## src/rtl/multicycle_ctrl_pkg.sv

```systemverilog
// Shared controller definitions: state encodings, opcode/funct constants,
// ALU operation codes, fault causes and the wait-counter width helper.
// Imported by the decoder and the FSM so both agree on every encoding.
package multicycle_ctrl_pkg;

  // One-hot controller states
  typedef enum logic [5:0] {
    S_IF  = 6'b000001,
    S_ID  = 6'b000010,
    S_EX  = 6'b000100,
    S_MEM = 6'b001000,
    S_WB  = 6'b010000,
    S_ERR = 6'b100000
  } state_t;

  // Major opcodes
  localparam logic [6:0] OP_R      = 7'b0110011;
  localparam logic [6:0] OP_I      = 7'b0010011;
  localparam logic [6:0] OP_LOAD   = 7'b0000011;
  localparam logic [6:0] OP_STORE  = 7'b0100011;
  localparam logic [6:0] OP_BRANCH = 7'b1100011;

  // funct3 values
  localparam logic [2:0] F3_ADD = 3'b000;
  localparam logic [2:0] F3_SLL = 3'b001;
  localparam logic [2:0] F3_SLT = 3'b010;
  localparam logic [2:0] F3_XOR = 3'b100;
  localparam logic [2:0] F3_SR  = 3'b101;
  localparam logic [2:0] F3_OR  = 3'b110;
  localparam logic [2:0] F3_AND = 3'b111;
  localparam logic [2:0] F3_LW  = 3'b010;
  localparam logic [2:0] F3_SW  = 3'b010;
  localparam logic [2:0] F3_BEQ = 3'b000;

  // funct7 values: base form and the SUB/SRA alternate form
  localparam logic [6:0] F7_BASE = 7'b0000000;
  localparam logic [6:0] F7_ALT  = 7'b0100000;

  // ALU operation codes
  localparam logic [3:0] ALU_AND = 4'b0000;
  localparam logic [3:0] ALU_OR  = 4'b0001;
  localparam logic [3:0] ALU_ADD = 4'b0010;
  localparam logic [3:0] ALU_SUB = 4'b0110;
  localparam logic [3:0] ALU_SLT = 4'b0111;
  localparam logic [3:0] ALU_SRL = 4'b1000;
  localparam logic [3:0] ALU_SLL = 4'b1001;
  localparam logic [3:0] ALU_SRA = 4'b1010;
  localparam logic [3:0] ALU_XOR = 4'b1101;

  // Fault causes
  localparam logic [1:0] ERR_NONE    = 2'b00;
  localparam logic [1:0] ERR_ILLEGAL = 2'b01;
  localparam logic [1:0] ERR_TIMEOUT = 2'b10;

  // Wait counter must hold 0..max_wait; never narrower than one bit
  function automatic int wait_width(input int max_wait);
    if (max_wait < 1) return 1;
    return $clog2(max_wait + 1);
  endfunction

endpackage

```

## src/rtl/multicycle_ctrl_alu_decoder.sv

```systemverilog
// ALU decoder: maps instr to ALUCtrl/ALUSrc and flags unsupported encodings.
// Purely combinational, zero latency; no handshake.
// Illegal encodings force ALUCtrl to the AND code and ALUSrc low.
module alu_decoder
  import multicycle_ctrl_pkg::*;
(
  input  logic [31:0] instr,
  output logic [3:0]  ALUCtrl,
  output logic        ALUSrc,
  output logic        illegal
);

  logic [6:0] opcode;
  logic [2:0] funct3;
  logic [6:0] funct7;
  logic [3:0] code;
  logic       ok;
  logic       src;
  logic       unused_bits;

  assign opcode      = instr[6:0];
  assign funct3      = instr[14:12];
  assign funct7      = instr[31:25];
  // Register and immediate fields play no part in decoding
  assign unused_bits = ^{instr[24:15], instr[11:7]};

  // Decode opcode/funct3/funct7 into an ALU code and a legality flag
  always_comb begin
    code = ALU_AND;
    ok   = 1'b0;
    src  = 1'b0;
    case (opcode)
      OP_R: begin
        case (funct3)
          F3_ADD: begin
            if (funct7 == F7_BASE) begin code = ALU_ADD; ok = 1'b1; end
            else if (funct7 == F7_ALT) begin code = ALU_SUB; ok = 1'b1; end
          end
          F3_SR: begin
            if (funct7 == F7_BASE) begin code = ALU_SRL; ok = 1'b1; end
            else if (funct7 == F7_ALT) begin code = ALU_SRA; ok = 1'b1; end
          end
          F3_SLL: begin code = ALU_SLL; ok = (funct7 == F7_BASE); end
          F3_SLT: begin code = ALU_SLT; ok = (funct7 == F7_BASE); end
          F3_XOR: begin code = ALU_XOR; ok = (funct7 == F7_BASE); end
          F3_OR:  begin code = ALU_OR;  ok = (funct7 == F7_BASE); end
          F3_AND: begin code = ALU_AND; ok = (funct7 == F7_BASE); end
          default: ok = 1'b0;
        endcase
      end
      OP_I: begin
        src = 1'b1;
        case (funct3)
          F3_ADD: begin code = ALU_ADD; ok = 1'b1; end
          F3_SLT: begin code = ALU_SLT; ok = 1'b1; end
          F3_XOR: begin code = ALU_XOR; ok = 1'b1; end
          F3_OR:  begin code = ALU_OR;  ok = 1'b1; end
          F3_AND: begin code = ALU_AND; ok = 1'b1; end
          // Shift immediates carry funct7 in the upper immediate bits
          F3_SLL: begin code = ALU_SLL; ok = (funct7 == F7_BASE); end
          F3_SR: begin
            if (funct7 == F7_BASE) begin code = ALU_SRL; ok = 1'b1; end
            else if (funct7 == F7_ALT) begin code = ALU_SRA; ok = 1'b1; end
          end
          default: ok = 1'b0;
        endcase
      end
      OP_LOAD: begin
        code = ALU_ADD; src = 1'b1; ok = (funct3 == F3_LW);
      end
      OP_STORE: begin
        code = ALU_ADD; src = 1'b1; ok = (funct3 == F3_SW);
      end
      OP_BRANCH: begin
        code = ALU_SUB; src = 1'b0; ok = (funct3 == F3_BEQ);
      end
      default: ok = 1'b0;
    endcase
  end

  assign illegal = ~ok;
  assign ALUCtrl = ok ? code : ALU_AND;
  assign ALUSrc  = ok & src;

endmodule

```

## src/rtl/multicycle_ctrl.sv

```systemverilog
// Multicycle controller: IF/ID/EX/[MEM]/WB sequencing with fault trapping.
// One state per cycle; MEM stretches until dReady or the wait limit.
// dReady is the only stall source; ERR is terminal until rst.
module multicycle_ctrl
  import multicycle_ctrl_pkg::*;
#(
  parameter int MEM_WAIT_MAX = 15,
  parameter int SKIP_MEM     = 1
) (
  input  logic        clk,
  input  logic        rst,
  input  logic [31:0] instr,
  input  logic        zero,
  input  logic        dReady,
  output logic        loadPC,
  output logic        PCSrc,
  output logic        RegWrite,
  output logic        MemToReg,
  output logic        MemRead,
  output logic        MemWrite,
  output logic        ALUSrc,
  output logic [3:0]  ALUCtrl,
  output logic [5:0]  state,
  output logic        err,
  output logic [1:0]  err_code,
  output logic [31:0] retired
);

  localparam int WW   = wait_width(MEM_WAIT_MAX);
  localparam int LAST = (MEM_WAIT_MAX > 0) ? MEM_WAIT_MAX - 1 : 0;
  localparam logic [WW-1:0] WAIT_LAST = WW'(LAST);

  state_t        cur, nxt;
  logic [WW-1:0] wait_cnt, wait_nxt;
  logic [1:0]    code_q, code_nxt;
  logic          illegal;
  logic          is_load, is_store, is_mem, is_beq, writes_reg;

  alu_decoder u_dec (
    .instr   (instr),
    .ALUCtrl (ALUCtrl),
    .ALUSrc  (ALUSrc),
    .illegal (illegal)
  );

  // Instruction class; legality has already been screened in ID
  assign is_load    = (instr[6:0] == OP_LOAD);
  assign is_store   = (instr[6:0] == OP_STORE);
  assign is_mem     = is_load | is_store;
  assign is_beq     = (instr[6:0] == OP_BRANCH);
  assign writes_reg = (instr[6:0] == OP_R) | (instr[6:0] == OP_I) | is_load;

  // State, wait counter, fault cause and retire count registers
  always_ff @(posedge clk or posedge rst) begin
    if (rst) begin
      cur      <= S_IF;
      wait_cnt <= '0;
      code_q   <= ERR_NONE;
      retired  <= '0;
    end else begin
      cur      <= nxt;
      wait_cnt <= wait_nxt;
      code_q   <= code_nxt;
      if (cur == S_WB) retired <= retired + 32'd1;
    end
  end

  // Next-state logic, including MEM wait timeout
  always_comb begin
    nxt      = cur;
    wait_nxt = wait_cnt;
    code_nxt = code_q;
    case (cur)
      S_IF: nxt = S_ID;
      S_ID: begin
        if (illegal) begin
          nxt      = S_ERR;
          code_nxt = ERR_ILLEGAL;
        end else begin
          nxt = S_EX;
        end
      end
      S_EX: begin
        if (is_mem || SKIP_MEM == 0) begin
          nxt      = S_MEM;
          wait_nxt = '0;
        end else begin
          nxt = S_WB;
        end
      end
      S_MEM: begin
        // Completion on the last permitted cycle takes priority over timeout
        if (!is_mem || dReady) begin
          nxt = S_WB;
        end else if (MEM_WAIT_MAX != 0 && wait_cnt == WAIT_LAST) begin
          nxt      = S_ERR;
          code_nxt = ERR_TIMEOUT;
        end else begin
          wait_nxt = wait_cnt + 1'b1;
        end
      end
      S_WB:    nxt = S_IF;
      S_ERR:   nxt = S_ERR;
      default: nxt = S_IF;
    endcase
  end

  // Datapath strobes decoded from the current state
  always_comb begin
    loadPC   = 1'b0;
    PCSrc    = 1'b0;
    RegWrite = 1'b0;
    MemToReg = 1'b0;
    MemRead  = 1'b0;
    MemWrite = 1'b0;
    case (cur)
      S_MEM: begin
        MemRead  = is_load;
        MemWrite = is_store;
      end
      S_WB: begin
        loadPC   = 1'b1;
        PCSrc    = is_beq & zero;
        RegWrite = writes_reg;
        MemToReg = is_load;
      end
      default: ;
    endcase
  end

  assign state    = cur;
  assign err      = (cur == S_ERR);
  assign err_code = code_q;

endmodule

```

## config.mk

```make
export PLATFORM = sky130hd
export DESIGN_NAME = multicycle_ctrl
export DESIGN_NICKNAME = d
export VERILOG_FILES = /design/src/rtl/multicycle_ctrl_pkg.sv /design/src/rtl/multicycle_ctrl_alu_decoder.sv /design/src/rtl/multicycle_ctrl.sv
export SDC_FILE = /design/constraint.sdc
export NUM_CORES = 1
export LEC_CHECK = 0
export CORE_ASPECT_RATIO = 0.6
export CORE_MARGIN = 5
export CORE_UTILIZATION = 42
export CTS_CLUSTER_DIAMETER = 120
export DETAILED_ROUTE_END_ITERATION = 8
export HOLD_SLACK_MARGIN = 0.05
export PLACE_DENSITY = 0.76
export SLEW_MARGIN = 10
export SYNTH_ARGS = -nofsm -noshare
export SYNTH_HDL_FRONTEND = slang
export SYNTH_SLANG_ARGS = --single-unit
export TNS_END_PERCENT = 30
```

## constraint.sdc

```tcl
create_clock -name clk -period 2.5 [get_ports clk]
set_input_delay 0.375 -clock clk [delete_from_list [all_inputs] [get_ports clk]]
set_output_delay 0.375 -clock clk [all_outputs]
set_load 0.02 [all_outputs]
```

==> parameters.txt, run 1 <==
Parameter                              Value

STA
  RSZ-0062 raised after global routing    yes
  Clock tree skew after final layout    0.00328 ns
  Max-Slew Margin vs Limit    63.3%
  Number of endpoints failing setup at the final stage    0
  Hold Fails Final Rpt    0
  Final worst slack    0.0326 ns
  Fmax    405 MHz
  Fraction of the cycle the final worst path needs    98.7%
  Time the worst path needs with I/O delays and setup    2.47 ns
  Pin slew with the least headroom to its limit    0.545 ns
  Max Slew Vio Count    0

Route
  Wire per inst    15.4 um
  Post-route ant nets    0
  Drc violations    0
  DRT iter0 DRCs    152
  Drt first pass iters    4
  Detailed-route wire length    6.63 mm
  Routed via count    2221
  Vias per cell    5.17

Outcome
  Status    completed

CTS
  Clock Sink Count    44
  Number of buffers created by CTS    5
  Post-CTS setup-driven buffer insertion count    0
  Worst-case clock buffer depth    2
  Clock transition at the registers of the reported paths    0.08 ns
  Latest clock arrival within the worst-skew pair    0.30 ns
  TritonCTS clock tree    done
  Depth of the CTS H-tree    2
  CTS hold repair buffers    0
  Buffer type at the clock tree root    sky130_fd_sc_hd__clkbuf_8

Die
  Die boundary height    68.9 um
  Initial standard-cell utilization of the core    43.4%
  Die X-Extent    108 um
  Core area    5600 um2
  Total die area    7450 um2
  Boundary Pins    88
  Number of placement rows    21

Power
  Combinational share of power    22.0%
  Fraction of power spent switching nets    28.2%
  Peak VDD IR    0.222 mV
  Clock share of power    32.2%
  Switch Pwr    0.000479 W
  Leak Pwr    1.59 nW
  Flop pwr share    45.8%
  Power density of the placed cells    481 nW/um2
  Power Internal    0.00122 W

Final layout
  Layout overhead on the synthesized area    45.6%
  Final-layout fill cell count    476
  ANT cells    0
  Most common library cell in the layout ignoring fill and taps    sky130_fd_sc_hd__clkdlybuf4s50_1
  Layout cells sized above 1    16.3%
  Commonest cells after routing, fill and taps aside    58 x sky130_fd_sc_hd__clkdlybuf4s50_1, 43 x sky130_fd_sc_hd__dfrtp_1, 26 x sky130_fd_sc_hd__buf_4
  Share of the core filled with cells in the final layout    63.1%
  Final standard cell area without fillers    3530 um2
  Nets    388

Global route
  Global route total overflow    0
  Vias in the first global route    2179
  Overall global routing resource usage    19.2%
  Number of antenna violations at the first check in global routing    0
  Global-route wire length before repair    11.0 mm
  Maximum number of pins on one net before global-route repair    45

Synth
  Post-synthesis adder-cell area fraction    1.55%
  Simple-gate share of the synthesized area    29.9%
  EDFF count, synth    0
  Ys async rst share    100%
  Largest family of logic cells by synthesized area    simple AND/OR/NAND/NOR gates
  Count of different cell masters after synthesis    47
  Complex-gate fraction of the synthesized area    8.04%
  Syn nets    290
  Fraction of synthesized area in multiplexers    0%
  Post-synthesis share of cell area spent on xor and xnor gates    12.3%
  Register area share after synthesis    45.4%
  Count of state elements after synthesis    44
  Top flip-flop cell by instance count after synthesis    sky130_fd_sc_hd__dfrtp_1
  Mean instance size in the synthesized netlist    9.67 um2
  Synthesized instance count    251
  Total standard cell area after synthesis    2430 um2
  Yosys Warn Count    0

Placement
  RePlAce Congestion    0.959
  Number of buffers inserted by port buffering    72
  Half-perimeter wire length after placement    5.15 mm
  Pre-CTS WS    -0.503 ns
  Cell area after placement    3410 um2

Critical path
  Type of origin of the critical path    primary input
  Critical path required time    2.12 ns
  Crit-path slowest cell    sky130_fd_sc_hd__clkdlybuf4s50_1
  Signal arrival time at the worst endpoint    2.09 ns
  Kind of end point of the critical path    primary output
  Largest incremental delay on the critical path    0.39 ns
  Crit path cell chain    clkdlybuf4s50_1 > nand4bb_1 > buf_4 > or3_1 > nor3_1 > dlygate4sd2_1
  Worst Setup Path Type    primary input to primary output
  Top fanout value on the critical path    9

Run
  Maximum Capacitance Violations    0

Min path
  Worst min-delay path category    flip-flop to flip-flop
## power by group through the flow
stage | Clock, W | Sequential [W] | Combinational (W)
after floorplan | 0 | 0.000822 | 0.000157
after global placement | 0 | 0.000790 | 0.000364
after detailed placement | 0 | 0.000791 | 0.000371
after CTS | 0.000564 | 0.000778 | 0.000370
after global routing | 0.000597 | 0.000784 | 0.000409
final | 0.000548 | 0.000778 | 0.000375
## Yosys cell counts (3+ instances only)
library cell | number | area, um2
sky130_fd_sc_hd__nor3b_1 | 3 | 22.5
sky130_fd_sc_hd__clkbuf_1 | 5 | 18.8
sky130_fd_sc_hd__or3_1 | 3 | 18.8
sky130_fd_sc_hd__nor2_1 | 26 | 97.6
sky130_fd_sc_hd__nand2b_1 | 3 | 18.8
sky130_fd_sc_hd__a21oi_1 | 6 | 30.0
sky130_fd_sc_hd__inv_1 | 9 | 33.8
sky130_fd_sc_hd__nor2b_1 | 9 | 56.3
sky130_fd_sc_hd__nand3_1 | 11 | 55.1
sky130_fd_sc_hd__and4_1 | 5 | 43.8
sky130_fd_sc_hd__nand2_1 | 23 | 86.3
sky130_fd_sc_hd__dfrtp_1 | 43 | 1080
sky130_fd_sc_hd__nor4_1 | 7 | 43.8
sky130_fd_sc_hd__nand4_1 | 8 | 50.1
sky130_fd_sc_hd__and2_1 | 6 | 37.5
sky130_fd_sc_hd__xnor2_1 | 18 | 158
sky130_fd_sc_hd__and3_1 | 3 | 18.8
sky130_fd_sc_hd__ha_1 | 3 | 37.5
sky130_fd_sc_hd__nor3_1 | 6 | 30.0
sky130_fd_sc_hd__o21ai_0 | 8 | 40.0
sky130_fd_sc_hd__xor2_1 | 16 | 140
## what timing repair did
action / 4_1_cts / 5_1_grt
gates resized for setup: 34 / 14
endpoints found under the setup margin: 11 / 8
pin swaps: 1 / 5
## routing by layer
metal / up-vias / global-route usage [%] / wire, um
met4: 0 / 4.88 / 85
met5: - / 0 / 0
met2: 72 / 28.9 / 2880
li1: 1073 / - / -
met3: 8 / 4.93 / 466
met1: 1068 / 27.7 / 3190
## worst max-delay path: cells and delay by family
kind | cells | cell delay (ns)
buffers and inverters | 3 | 0.95
AND/OR/NAND/NOR | 3 | 0.76
## flip-flops by register name (all words and copies together) (netlist names)
signal	cells
err_code	2
state	6
retired	32
wait_cnt	4
## cell type report
cell class              count  area [um2]  area share (%)
flip-flops and latches     44        1100            31.2
clock inverters             3        42.5            1.20
clock buffers               5        68.8            1.95
multi-input cells         191        1300            36.9
repair buffers             98         883            25.0
well taps                  80         100            2.83
inverters                   9        33.8           0.956
## worst paths after layout
check	end	startpoint	slack (ns)	cells past startpoint
setup / recovery	MemToReg	instr[2]	0.03	6
hold / removal	retired[31]	retired[31]	0.48	1
setup reg to reg	retired[24]	state[2]	0.52	6
hold reg to reg	retired[31]	retired[31]	0.48	1
max in group asynchronous	state[0]	rst	1.61	3
min in group asynchronous	retired[28]	rst	0.52	3
## through the flow
step                      setup TNS (ns)  total power [W]  hold WS [ns]  std cells
final                                  0          0.00170         0.483        430
after global routing              -0.145          0.00179         0.513        430
after CTS                        -0.0241          0.00171         0.486        430
after detailed placement           -3.14          0.00116         0.470        422
after global placement             -2.82          0.00115         0.462        422
after floorplan                        0         0.000979         0.503        251
## cell families after synthesis
| kind of cell | count (synthesis) |
|---|---|
| adders and majority gates | 3 |
| xor gates and xnor gates | 34 |
| and+or+nand+nor | 124 |
| buffers and inverters | 16 |
| DFF | 44 |
| AOI/OAI and AO/OA | 30 |
Note: power is estimated with default switching activity, not from simulation.
==> inputs of run 2 (changes only) <==
--- a/config.mk
+++ b/config.mk
@@ -6,7 +6,6 @@
 export NUM_CORES = 1
 export LEC_CHECK = 0
 export CORE_ASPECT_RATIO = 0.6
-export CORE_MARGIN = 5
 export CORE_UTILIZATION = 42
 export CTS_CLUSTER_DIAMETER = 120
 export DETAILED_ROUTE_END_ITERATION = 8
==> parameters.txt, run 2 (same netlist as run 1, synthesis figures left out) <==
Parameter                              Value

Power
  Leak Pwr    1.69 nW (+6.1%)
  Peak VDD IR    0.342 mV (+54%)
  Power density of the placed cells    468 nW/um2 (-2.8%)
  Total power    0.00171 W (+0.68%)

STA
  Setup TNS Final    -0.0402 ns (-0.0402 ns)
  Hold WS    0.488 ns (+0.00462 ns)
  RSZ-0062 raised after global routing    yes
  Clock tree skew after final layout    0.00523 ns (+0.00195 ns)
  Number of endpoints failing setup at the final stage    2 (+2)
  Pin slew with the least headroom to its limit    0.552 ns (+0.00728 ns)
  Final worst slack    -0.0402 ns (-0.0728 ns)
  Hold Fails Final Rpt    0 (unchanged)
  Max-Slew Margin vs Limit    63.2% (-0.15 points)
  Fraction of the cycle the final worst path needs    102% (+2.9 points)
  Max Slew Vio Count    0 (unchanged)
  Fmax    394 MHz (-2.9%)
  Time the worst path needs with I/O delays and setup    2.54 ns (+0.0728 ns)

CTS
  Post-CTS setup-driven buffer insertion count    0 (unchanged)
  Number of buffers created by CTS    5 (unchanged)
  Clock transition at the registers of the reported paths    0.08 ns (about the same)
  TritonCTS clock tree    done
  CTS hold repair buffers    0 (unchanged)
  Depth of the CTS H-tree    2 (unchanged)
  Latest clock arrival within the worst-skew pair    0.30 ns (about the same)
  Worst-case clock buffer depth    2 (unchanged)
  Clock Sink Count    44 (unchanged)
  Buffer type at the clock tree root    sky130_fd_sc_hd__clkbuf_8

Route
  Detailed-route wire length    6.63 mm (about the same)
  Drt first pass iters    4 (unchanged)
  DRT iter0 DRCs    110 (-28%)
  Wire per inst    15.1 um (-2.2%)
  Routed via count    2232 (+0.50%)
  Drc violations    0 (unchanged)
  Vias per cell    5.07 (-1.8%)
  Post-route ant nets    0 (unchanged)

Placement
  Total instance count after detailed placement    432 (+2.4%)
  RePlAce Congestion    0.880 (-8.2%)
  Half-perimeter wire length after placement    5.08 mm (-1.2%)
  Number of buffers inserted by port buffering    72 (unchanged)

Final layout
  Post-route insts no fill    440 (+2.3%)
  Flip-flop and latch area    1100 um2 (unchanged)
  Register with the highest flop count    retired
  Final-layout fill cell count    484 (+1.7%)
  Layout overhead on the synthesized area    50.8%
  Most common library cell in the layout ignoring fill and taps    sky130_fd_sc_hd__clkdlybuf4s50_1
  ANT cells    0 (unchanged)
  Layout cells sized above 1    19.7% (+3.4 points)
  Nets    398 (+2.6%)
  Area occupied by multi-input gates    1330 um2 (+2.1%)
  Commonest cells after routing, fill and taps aside    54 x sky130_fd_sc_hd__clkdlybuf4s50_1, 43 x sky130_fd_sc_hd__dfrtp_1, 39 x sky130_fd_sc_hd__buf_4
  Flip-flop count of the largest register after layout    32 (unchanged)

Die
  Total die area    6100 um2 (-18%)
  Boundary Pins    88 (unchanged)
  Core area    5570 um2 (-0.47%)
  Initial standard-cell utilization of the core    43.6% (+0.20 points)
  Die X-Extent    100 um (-7.4%)
  Die boundary height    60.9 um (-12%)
  Number of placement rows    21 (unchanged)

Critical path
  Kind of end point of the critical path    primary output
  Type of origin of the critical path    primary input
  Bufs and invs on worst path    2 (-1)
  Signal arrival time at the worst endpoint    2.17 ns (+0.08 ns)
  Largest incremental delay on the critical path    0.42 ns (+0.03 ns)
  Crit-path slowest cell    sky130_fd_sc_hd__clkdlybuf4s50_1
  Critical path required time    2.12 ns (about the same)
  Cell class contributing the biggest share of worst-path delay    compound AO/OA/AOI/OAI gates
  Worst Setup Path Type    primary input to primary output
  Top fanout value on the critical path    4 (-5)
  Crit path cell chain    clkdlybuf4s50_1 > or3_1 > a211oi_2 > a41oi_2 > a2111oi_2 > buf_2

Global route
  Vias in the first global route    2025 (-7.1%)
  Met2 demand-to-capacity share in global routing    32.2% (+3.3 points)
  Global route total overflow    0 (unchanged)
  Met3 track demand over resource    5.18% (+0.25 points)
  Global-route wire length before repair    10.4 mm (-4.8%)
  Met1 routing resource usage after global routing    34.8% (+7.2 points)
  Maximum number of pins on one net before global-route repair    45 (unchanged)
  Busiest grt layer    met1
  Overall global routing resource usage    22.6% (+3.4 points)
  Number of antenna violations at the first check in global routing    0 (unchanged)

Outcome
  Status    finished with violations
  Failing checks    negative setup slack

Min path
  Worst min-delay path category    flip-flop to flip-flop

Run
  Maximum Capacitance Violations    0 (unchanged)
[run 2: area by class of cell]
cell class | instances | share of cell area [%]
Clock buffer | 5 | 1.88
Clock inverter | 3 | 1.16
Inverter | 9 | 0.923
Multi-Input combinational cell | 191 | 36.3
Sequential cell | 44 | 30.1
Tap cell | 80 | 2.74
Timing Repair Buffer | 108 | 26.8
[run 2: worst register-to-register path, stage by stage, from the launching register on]
cell	delay, ns
sky130_fd_sc_hd__dfrtp_1	0.43
sky130_fd_sc_hd__nor4_4	0.31
sky130_fd_sc_hd__buf_4	0.18
sky130_fd_sc_hd__nand4_4	0.16
sky130_fd_sc_hd__or3_1	0.48
sky130_fd_sc_hd__nor2_1	0.17
sky130_fd_sc_hd__xor2_1	0.16
[run 2: timing repair]
action	4_1_cts	5_1_grt
gates resized for setup	40	24
endpoints found under the setup margin	10	11
pin swaps	0	7
[run 2: final timing paths]
path,start,endpoint,slack [ns],depth (start not counted)
setup / recovery,instr[4],ALUSrc,-0.04,6
hold / removal,retired[31],retired[31],0.49,1
setup reg to reg,state[2],retired[20],0.54,6
hold reg to reg,retired[31],retired[31],0.49,1
max in group asynchronous,rst,state[0],1.59,3
min in group asynchronous,rst,retired[10],0.52,3
[run 2: per-stage QoR]
step / utilization [%] / instance area, um2 / setup slack [ns]
6_report: 65.7 / 3660 / -0.0402
5_1_grt: 65.7 / 3660 / -0.135
4_1_cts: 64.6 / 3600 / -0.176
3_5_place_dp: 62.6 / 3480 / -0.549
3_3_place_gp: 62.6 / 3480 / -0.576
2_1_floorplan: - / 2430 / 0.0162
[run 2: layer usage]
layer | wire length (um) | up-vias
met1 | 3450 | 1091
li1 | - | 1094
met2 | 2860 | 42
met4 | 32 | 0
met3 | 292 | 5
met5 | 0 | -
[run 2: power by group]
part           total (W)  switching (W)  internal (W)
clock           0.000549       0.000253      0.000296
combinational   0.000387       0.000193      0.000194
sequential      0.000776      0.0000358      0.000741
==> inputs of run 3 (changes only) <==
--- a/config.mk
+++ b/config.mk
@@ -6,11 +6,11 @@
 export NUM_CORES = 1
 export LEC_CHECK = 0
 export CORE_ASPECT_RATIO = 0.6
-export CORE_UTILIZATION = 42
+export CORE_UTILIZATION = 45
 export CTS_CLUSTER_DIAMETER = 120
 export DETAILED_ROUTE_END_ITERATION = 8
 export HOLD_SLACK_MARGIN = 0.05
-export PLACE_DENSITY = 0.76
+export PLACE_DENSITY = 0.81
 export SLEW_MARGIN = 10
 export SYNTH_ARGS = -nofsm -noshare
 export SYNTH_HDL_FRONTEND = slang
==> parameters.txt, run 3 (same netlist as run 1, synthesis figures left out) <==
Parameter                              Value

Outcome
  Status    finished with violations
  Failing checks    negative setup slack

STA
  Number of endpoints failing setup at the final stage    1 (-1)
  Final worst slack    -0.0823 ns (-0.0421 ns)
  Max Slew Vio Count    0 (unchanged)
  Time the worst path needs with I/O delays and setup    2.58 ns (+0.0421 ns)
  Fraction of the cycle the final worst path needs    103% (+1.7 points)
  Pin slew with the least headroom to its limit    0.550 ns (-0.00237 ns)
  Fmax    387 MHz (-1.6%)
  RSZ-0062 raised after global routing    yes
  Hold Fails Final Rpt    0 (unchanged)
  Max-Slew Margin vs Limit    63.0% (-0.18 points)
  Hold WS    0.485 ns (-0.00248 ns)
  Clock tree skew after final layout    0.00914 ns (+0.00391 ns)

Route
  DRT iter0 DRCs    149 (+35%)
  Drt first pass iters    4 (unchanged)
  Wire per inst    16.0 um (+6.0%)
  Routed via count    2306 (+3.3%)
  Drc violations    0 (unchanged)
  Vias per cell    5.48 (+8.0%)
  Post-route ant nets    0 (unchanged)
  Detailed-route wire length    6.73 mm (+1.5%)

Global route
  Busiest grt layer    met2
  Vias in the first global route    2141 (+5.7%)
  Global route total overflow    0 (unchanged)
  Met1 routing resource usage after global routing    34.2% (-0.57 points)
  Met3 track demand over resource    6.29% (+1.1 points)
  Number of antenna violations at the first check in global routing    0 (unchanged)
  Overall global routing resource usage    24.3% (+1.8 points)
  Maximum number of pins on one net before global-route repair    45 (unchanged)
  Global-route wire length before repair    10.7 mm (+2.8%)
  Met2 demand-to-capacity share in global routing    38.3% (+6.1 points)

Final layout
  Layout overhead on the synthesized area    48.9%
  Register with the highest flop count    retired
  Post-route insts no fill    421 (-4.3%)
  ANT cells    0 (unchanged)
  Most common library cell in the layout ignoring fill and taps    sky130_fd_sc_hd__clkdlybuf4s50_1
  Nets    393 (-1.3%)
  Layout cells sized above 1    19.7% (about the same)
  Commonest cells after routing, fill and taps aside    57 x sky130_fd_sc_hd__clkdlybuf4s50_1, 43 x sky130_fd_sc_hd__dfrtp_1, 35 x sky130_fd_sc_hd__buf_4
  Flip-flop count of the largest register after layout    32 (unchanged)

CTS
  Post-CTS setup-driven buffer insertion count    0 (unchanged)
  Worst-case clock buffer depth    2 (unchanged)
  Buffer type at the clock tree root    sky130_fd_sc_hd__clkbuf_8
  Number of buffers created by CTS    5 (unchanged)
  Depth of the CTS H-tree    2 (unchanged)
  Latest clock arrival within the worst-skew pair    0.30 ns (about the same)
  Clock transition at the registers of the reported paths    0.08 ns (about the same)
  Clock Sink Count    44 (unchanged)
  TritonCTS clock tree    done
  CTS hold repair buffers    0 (unchanged)

Power
  Clock share of power    33.6% (+1.6 points)
  Total power    0.00173 W (+1.2%)
  Power density of the placed cells    480 nW/um2 (+2.5%)
  Flop pwr share    45.1% (-0.2 points)
  Peak VDD IR    0.358 mV (+4.4%)
  Switch Pwr    0.000484 W (+0.42%)
  Fraction of power spent switching nets    27.9% (-0.22 points)
  Leak Pwr    1.62 nW (-4.1%)
  Power Internal    0.00125 W (+1.5%)
  Combinational share of power    21.2% (-1.4 points)

Critical path
  Kind of end point of the critical path    primary output
  Worst Setup Path Type    primary input to primary output
  R2R cell count    6 (unchanged)
  Top fanout value on the critical path    6 (+2)
  Type of origin of the critical path    primary input
  Signal arrival time at the worst endpoint    2.21 ns (+0.04 ns)
  Capture point of the worst reg-to-reg path    retired[22]
  Crit Reg-Reg Startpoint    state[1]
  Worst reg2reg setup slack    0.51 ns (-0.03 ns)
  Critical path required time    2.12 ns (about the same)

Placement
  Half-perimeter wire length after placement    5.10 mm (+0.31%)
  Total instance count after detailed placement    413 (-4.4%)
  RePlAce Congestion    0.960 (+9.1%)
  Number of buffers inserted by port buffering    72 (unchanged)

Die
  Initial standard-cell utilization of the core    47.3% (+3.7 points)
  Die boundary height    58.9 um (-3.3%)
  Boundary Pins    88 (unchanged)
  Number of placement rows    20 (-4.8%)
  Die X-Extent    96.8 um (-3.3%)
  Core area    5130 um2 (-7.9%)
  Total die area    5700 um2 (-6.5%)

Min path
  Min-delay src    retired[31]
  Worst min-delay path category    flip-flop to flip-flop
  Sink of the worst hold path    retired[31]
  Worst Hold Path Cells    1 (unchanged)

Run
  Maximum Capacitance Violations    0 (unchanged)
==> run 3: cell count changes in the layout (fill, tap and decap cells not counted), sizes merged <==
cell	before	now
buf	43	37
dlygate4sd2	2	3
clkinvlp	1	0
clkdlybuf4s50	54	57
dlymetal6s2s	8	3
clkbuf	5	8
==> run 3: metal layers <==
| layer | routed length [um] | vias up |
|---|---|---|
| met5 | 0 | - |
| met4 | 40 | 0 |
| met3 | 463 | 5 |
| met2 | 3060 | 75 |
| met1 | 3160 | 1140 |
| li1 | - | 1086 |
==> run 3: layout make-up <==
type,instances,area [um2]
Timing Repair Buffer,103,928
Clock buffer,6,82.6
Fill cell,386,1520
Clock inverter,2,38.8
Inverter,9,33.8
Multi-Input combinational cell,191,1350
Tap cell,66,82.6
Sequential cell,44,1100
==> run 3: what timing repair did <==
item                       in CTS  in global routing
setup endpoints to repair      12                  9
resized for setup              43                 23
pin swaps                       1                  5
==> run 3: power by group through the flow <==
stage	Combinational (W)	Sequential [W]	Clock [W]
after global placement	0.000350	0.000796	0
after floorplan	0.000157	0.000822	0
final	0.000368	0.000783	0.000583
after global routing	0.000399	0.000789	0.000617
after detailed placement	0.000356	0.000797	0
after CTS	0.000362	0.000782	0.000592
==> run 3: critical path, stage by stage <==
cell	delay, ns
sky130_fd_sc_hd__clkdlybuf4s50_1	0.48
sky130_fd_sc_hd__buf_4	0.17
sky130_fd_sc_hd__nand2b_1	0.09
sky130_fd_sc_hd__nor2_2	0.15
sky130_fd_sc_hd__buf_4	0.16
sky130_fd_sc_hd__nand3_1	0.12
sky130_fd_sc_hd__o22ai_1	0.23
sky130_fd_sc_hd__nor2b_1	0.15
sky130_fd_sc_hd__clkdlybuf4s15_2	0.28
==> run 3: worst max-delay path by stage <==
stage,cells past startpoint,startpoint,to,slack [ns]
after detailed placement,8,instr[12],ALUCtrl[0],-0.51
after floorplan,5,instr[2],ALUSrc,0.02
after CTS,7,instr[5],ALUCtrl[1],-0.08
final,9,instr[4],ALUCtrl[2],-0.08
after global placement,7,instr[5],ALUCtrl[1],-0.48
after global routing,9,instr[4],ALUCtrl[2],-0.14
==> run 3: through the flow <==
| step | setup slack [ns] | util [%] | instance area (um2) | setup TNS [ns] |
|---|---|---|---|---|
| 6_report | -0.0823 | 70.5 | 3610 | -0.0823 |
| 5_1_grt | -0.143 | 70.5 | 3610 | -0.228 |
| 4_1_cts | -0.0843 | 69.3 | 3550 | -0.158 |
| 3_5_place_dp | -0.509 | 66.9 | 3430 | -4.06 |
| 3_3_place_gp | -0.484 | 66.9 | 3430 | -3.95 |
| 2_1_floorplan | 0.0162 | - | 2430 | 0 |
